## src/rtl/alu_tmr_sequencer.sv

```systemverilog
// Runs one request at a time through three replicated ALUs, votes their results,
// retries split votes a bounded number of times and counts corrected/uncorrectable outcomes.
module alu_tmr_sequencer #(
    parameter int SETTLE_CYCLES = 2,
    parameter int MAX_RETRY     = 2,
    parameter int CNT_W         = 8
) (
    input  logic             CLK,
    input  logic             RST,
    input  logic             REQ_VALID,
    output logic             REQ_READY,
    input  logic [15:0]      REQ_A,
    input  logic [15:0]      REQ_B,
    input  logic [2:0]       REQ_OP,
    output logic [15:0]      ALU_A,
    output logic [15:0]      ALU_B,
    output logic [2:0]       ALU_OP,
    output logic             DATA_READY,
    input  logic [15:0]      R0_LO,
    input  logic [15:0]      R1_LO,
    input  logic [15:0]      R2_LO,
    input  logic [14:0]      R0_HI,
    input  logic [14:0]      R1_HI,
    input  logic [14:0]      R2_HI,
    input  logic             R0_CO,
    input  logic             R1_CO,
    input  logic             R2_CO,
    output logic             RES_VALID,
    input  logic             RES_READY,
    output logic [15:0]      RES_LO,
    output logic [14:0]      RES_HI,
    output logic             RES_COUT,
    output logic             RES_FAULT,
    output logic [1:0]       RES_FID,
    output logic [CNT_W-1:0] CORR_CNT,
    output logic [CNT_W-1:0] UNCORR_CNT
);

    localparam int SW = (SETTLE_CYCLES > 1) ? $clog2(SETTLE_CYCLES) : 1;
    localparam logic [2:0] OP_ADD = 3'b000;
    localparam logic [2:0] OP_SUB = 3'b001;
    localparam logic [2:0] OP_MUL = 3'b010;

    typedef enum logic [1:0] {S_IDLE, S_DRIVE, S_VOTE, S_DONE} state_t;

    state_t           state_q, state_d;
    logic [15:0]      a_q, a_d, b_q, b_d;
    logic [2:0]       op_q, op_d;
    logic [SW-1:0]    settle_q, settle_d;
    logic [2:0]       retry_q, retry_d;
    logic [31:0]      w0_q, w0_d, w1_q, w1_d, w2_q, w2_d;
    logic [31:0]      res_q, res_d;
    logic             fault_q, fault_d;
    logic [1:0]       fid_q, fid_d;
    logic [CNT_W-1:0] corr_q, corr_d, uncorr_q, uncorr_d;
    logic             e01, e02, e12;

    // Compared word {HI, LO, CO}; fields the opcode does not produce are forced to zero
    // so undriven replica outputs never take part in the vote.
    function automatic logic [31:0] mask_word(input logic [2:0] op, input logic [14:0] hi,
                                              input logic [15:0] lo, input logic co);
        logic [14:0] h;
        logic        c;
        h = (op == OP_MUL) ? hi : 15'd0;
        c = (op == OP_ADD || op == OP_SUB) ? co : 1'b0;
        return {h, lo, c};
    endfunction

    function automatic logic [CNT_W-1:0] sat_inc(input logic [CNT_W-1:0] c);
        return (&c) ? c : c + CNT_W'(1);
    endfunction

    assign e01 = (w0_q == w1_q);
    assign e02 = (w0_q == w2_q);
    assign e12 = (w1_q == w2_q);

    always_comb begin
        state_d  = state_q;
        a_d      = a_q;
        b_d      = b_q;
        op_d     = op_q;
        settle_d = settle_q;
        retry_d  = retry_q;
        w0_d     = w0_q;
        w1_d     = w1_q;
        w2_d     = w2_q;
        res_d    = res_q;
        fault_d  = fault_q;
        fid_d    = fid_q;
        corr_d   = corr_q;
        uncorr_d = uncorr_q;
        case (state_q)
            S_IDLE: begin
                if (REQ_VALID) begin
                    a_d      = REQ_A;
                    b_d      = REQ_B;
                    op_d     = REQ_OP;
                    retry_d  = 3'd0;
                    settle_d = '0;
                    state_d  = S_DRIVE;
                end
            end
            S_DRIVE: begin
                if (settle_q == SW'(SETTLE_CYCLES - 1)) begin
                    w0_d     = mask_word(op_q, R0_HI, R0_LO, R0_CO);
                    w1_d     = mask_word(op_q, R1_HI, R1_LO, R1_CO);
                    w2_d     = mask_word(op_q, R2_HI, R2_LO, R2_CO);
                    settle_d = '0;
                    state_d  = S_VOTE;
                end else begin
                    settle_d = settle_q + SW'(1);
                end
            end
            S_VOTE: begin
                if (e01 && e12) begin
                    res_d   = w0_q;
                    fid_d   = 2'd3;
                    state_d = S_DONE;
                end else if (e01 || e02 || e12) begin
                    // The replica outside the agreeing pair is the one reported
                    res_d   = e12 ? w1_q : w0_q;
                    fid_d   = e01 ? 2'd2 : (e02 ? 2'd1 : 2'd0);
                    corr_d  = sat_inc(corr_q);
                    state_d = S_DONE;
                end else if (retry_q < 3'(MAX_RETRY)) begin
                    retry_d = retry_q + 3'd1;
                    state_d = S_DRIVE;
                end else begin
                    res_d    = (w0_q & w1_q) | (w0_q & w2_q) | (w1_q & w2_q);
                    fault_d  = 1'b1;
                    fid_d    = 2'd3;
                    uncorr_d = sat_inc(uncorr_q);
                    state_d  = S_DONE;
                end
            end
            S_DONE: begin
                if (RES_READY) begin
                    fault_d = 1'b0;
                    state_d = S_IDLE;
                end
            end
            default: state_d = S_IDLE;
        endcase
    end

    always_ff @(posedge CLK) begin
        if (RST) begin
            state_q  <= S_IDLE;
            a_q      <= '0;
            b_q      <= '0;
            op_q     <= '0;
            settle_q <= '0;
            retry_q  <= '0;
            w0_q     <= '0;
            w1_q     <= '0;
            w2_q     <= '0;
            res_q    <= '0;
            fault_q  <= 1'b0;
            fid_q    <= 2'd3;
            corr_q   <= '0;
            uncorr_q <= '0;
        end else begin
            state_q  <= state_d;
            a_q      <= a_d;
            b_q      <= b_d;
            op_q     <= op_d;
            settle_q <= settle_d;
            retry_q  <= retry_d;
            w0_q     <= w0_d;
            w1_q     <= w1_d;
            w2_q     <= w2_d;
            res_q    <= res_d;
            fault_q  <= fault_d;
            fid_q    <= fid_d;
            corr_q   <= corr_d;
            uncorr_q <= uncorr_d;
        end
    end

    assign REQ_READY  = (state_q == S_IDLE);
    assign DATA_READY = (state_q == S_DRIVE);
    assign RES_VALID  = (state_q == S_DONE);
    assign ALU_A      = a_q;
    assign ALU_B      = b_q;
    assign ALU_OP     = op_q;
    assign RES_HI     = res_q[31:17];
    assign RES_LO     = res_q[16:1];
    assign RES_COUT   = res_q[0];
    assign RES_FAULT  = fault_q;
    assign RES_FID    = fid_q;
    assign CORR_CNT   = corr_q;
    assign UNCORR_CNT = uncorr_q;

endmodule
```

## config.mk

```make
export PLATFORM = sky130hd
export DESIGN_NAME = alu_tmr_sequencer
export DESIGN_NICKNAME = d
export VERILOG_FILES = /design/src/rtl/alu_tmr_sequencer.sv
export SDC_FILE = /design/constraint.sdc
export NUM_CORES = 1
export LEC_CHECK = 0
export ABC_AREA = 1
export BUFFER_PORTS_ARGS = -buffer_cell sky130_fd_sc_hd__buf_2
export CAP_MARGIN = 40
export CORE_ASPECT_RATIO = 1.25
export CORE_MARGIN = 1.5
export CORE_UTILIZATION = 37
export DETAILED_ROUTE_END_ITERATION = 10
export GPL_ROUTABILITY_DRIVEN = 1
export PLACE_DENSITY = 0.64
export SLEW_MARGIN = 0
export SYNTH_ARGS = -nofsm -noshare
export SYNTH_HDL_FRONTEND = slang
export SYNTH_SLANG_ARGS = --single-unit
```

## constraint.sdc

```tcl
create_clock -name CLK -period 2.6 [get_ports CLK]
set_clock_uncertainty 0.2 [all_clocks]
set_input_delay 0.52 -clock CLK [delete_from_list [all_inputs] [get_ports CLK]]
set_output_delay 0.52 -clock CLK [all_outputs]
set_load 0.005 [all_outputs]
```

==> impl_metrics.ini <==
[placed_design]
dp_cells = 1925
place_area_um2 = 11610
finalWeightedCongestion = 0.8688
io_buffer_count = 223
place.detailed.hpwl_um = 21470

[layout]
fin_util_pct = 46.32
diodes = 0
final_cell_mix = nor2_1 (402), nand2_1 (263), buf_2 (222), dfxtp_1 (161), ha_1 (99)
multiInputGateArea_um2 = 5829
design_area_um2 = 12350
final_common_cell = nor2_1
n_fill_cell = 2786
area_growth_pct = 23.47
drive_above_1_share_pct = 22.76
seq_area_um2 = 3797
final_cells = 1962
fin_nets = 1839

[routing]
firstDrtPassIters = 5
drc = 0
routed_via_density = 4.981
wl_per_cell_um = 15.13
drt-total-wl_um = 29680
vias = 9773
ant_nets = 0
drtIter0Drc = 485

[floorplan]
die-area_um2 = 28030
initial_core_util_pct = 37.51
dieWidth_um = 150.0
chipHeight_um = 186.8
core_area_um2 = 26660
io_pins = 224
rows = 67

[timing]
slew_violations = 0
maxSlewHeadroom_pct = 58.55
grt_setup_unrepaired = no
period_minus_slack_ps = 2434
timing.hold.ws_ps = 110.2
tightest_slew_ps = 621.7
clock.fmax_ghz = 0.4109
setup_viol = 0
finalHoldViolations = 0
post-route-period-util_pct = 93.60

[min_path]
whs_endpoint = w0_q[13]
hold_path_depth = 3
hold_path_class = input pin to register
hold_path_startpoint = R0_LO[12]

[synthesis]
synthAdderAreaFrac_pct = 12.39
ys_seq_area_share_pct = 37.64
synth_top_family_by_area = simple AND/OR/NAND/NOR gates
yosys_warnings = 0
synth_mux_area_share_pct = 0
syn_inst = 1395
synth_xor_area_share_pct = 1.051
syn_area_um2 = 10000
synth_simple_gate_area_share_pct = 32.26
ys_ff_latch = 188
synth_nets = 1629
avgSynthCellArea_um2 = 7.168
synth_compound_area_share_pct = 12.16
synthDistinctLibCells = 32

[clocking]
clk_latency_ps = 430
cts-htree-levels = 4
cts_tree = done
cts_sinks = 188
cts-buffers-inserted = 17
clk_path_buf_depth = 2
path_clk_slew_ps = 70
cts_root_buffer = clkbuf_16

[setup_path]
regToRegSetupSlack_ps = 170
cp_max_fo = 16
timing.rr.start = w1_q[29]
critPathArrivalTime_ps = 2600
critPathCaptureType = register
crit_path_max_incr_delay_ps = 400
cp.required_ps = 2770
rr_worst_depth = 14
crit_chain = ha_1, nor2_1, nand2_1, nor2_1, nand2_1, nor2_2, buf_4, nor2_2, buf_4, nand3_1, nand2_1, nor2_1, nor2_1, nor2_1
cp_top_family = simple AND/OR/NAND/NOR gates
r2r_end = res_q[1]
cp-start-kind = register
critPathSlowestCell = dfxtp_1
crit_top_cell = nor2_1
cp_num_buf_inv = 2
critical_path_class = register to register

[outcome]
status = completed

[grt]
grt_pass1_vias = 9374
grt_use_total_pct = 21.43
gr-total-overflow = 0
grt_pass1_wl_um = 47300
antenna_found_initial = 0
grt_max_degree = 88

[pwr]
leakagePower_nw = 6.473
total_power_mw = 11.41
power.density_nw_per_um2 = 924.2
vdd_drop_max_v = 0.0004277

[flow_run]
cap_violations = 0
## final cells by class
type                            instances  area share, %
Tap cell                              345          3.496
Clock buffer                           20          3.618
Sequential cell                       188          30.76
Clock inverter                         11          1.358
Inverter                               28         0.8614
Multi-Input combinational cell       1102          47.21
Timing Repair Buffer                  268          12.70
## routing by layer
metal  vias up  track usage, %  routed length [um]
met5         -               0                   0
met4         0           8.597                 841
met3        46           3.496                1125
met2       213           36.63               14630
met1      4516           26.49               13080
li1       4998               -                   -
## kinds of logic (layout without fill, tap and decap cells)
| logic type | after synthesis | count (layout) |
|---|---|---|
| AND/OR/NAND/NOR | 797 | 797 |
| XOR/XNOR | 12 | 12 |
| adder cells (fa/ha/maj) | 99 | 99 |
| AO/OA/AOI/OAI | 194 | 194 |
| buffers and inverters | 105 | 327 |
| flip-flops | 188 | 188 |
## state kept, by name, summed over array words and instances, names as in the netlist, 3 cells and up
| signal | count |
|---|---|
| CORR_CNT | 8 |
| UNCORR_CNT | 8 |
| ALU_B | 16 |
| ALU_A | 16 |
| retry_q | 3 |
| w0_q | 32 |
| w1_q | 32 |
| ALU_OP | 3 |
| res_q | 32 |
| w2_q | 32 |
## tightest hold or removal path: stages
cell and delay [ps]:
buf_2 70, nor2_1 30, nor2_1 80
## synth_stat cells
master / count / area [um2]
a21boi_0: 1 / 7.510
a21oi_1: 26 / 130.1
a22oi_1: 35 / 262.8
a22oi_2: 10 / 125.1
buf_1: 7 / 26.28
buf_2: 18 / 90.09
buf_4: 1 / 7.510
buf_6: 4 / 45.04
clkbuf_1: 47 / 176.4
clkinv_1: 1 / 3.750
dfxtp_1: 188 / 3764
ha_1: 99 / 1239
inv_1: 23 / 86.33
inv_2: 4 / 15.01
nand2_1: 265 / 994.7
nand2_2: 1 / 6.260
nand3_1: 56 / 280.3
nand3_2: 1 / 10.01
nand3b_1: 1 / 7.510
nand4_1: 10 / 62.56
nor2_1: 410 / 1539
nor2_2: 10 / 62.56
nor2_4: 2 / 22.52
nor2_8: 1 / 20.02
nor3_1: 36 / 180.2
nor4_4: 1 / 21.27
o21ai_0: 90 / 450.4
o21bai_1: 32 / 240.2
or2_2: 2 / 12.51
or3_1: 1 / 6.260
xnor2_1: 4 / 35.03
xor2_1: 8 / 70.07
## repair_timing
item,4_1_cts,5_1_grt
hold buffers,0,0
pin swaps,0,2
buffers inserted,0,6
setup endpoints to repair,17,52
hold endpoints to repair,0,0
gates resized for setup,1,40
## power breakdown
part	switching (mW)	leakage, nW	internal (mW)
Sequential	0.266	1.54	3.23
Combinational	3.16	4.63	1.97
Clock	1.15	0.296	1.63
## how the worst max path moves through the flow
stage / start / end / slack (ps) / depth (start not counted)
floorplan: w1_q[17] / res_q[10] / 470 / 13
global placement: w1_q[27] / res_q[26] / 50 / 14
detailed placement: w1_q[27] / res_q[1] / -10 / 14
CTS: w0_q[5] / res_q[1] / 6 / 14
global route: w1_q[29] / res_q[1] / 1 / 14
finish: w1_q[29] / res_q[1] / 170 / 14
## stage by stage
step                TNS (ps)  setup slack (ps)
floorplan                  0             467.1
global placement           0             54.09
detailed placement    -14.50            -14.50
CTS                        0             6.500
global route               0            0.9610
finish                     0             166.4
Power figures use the tool's default switching activity.
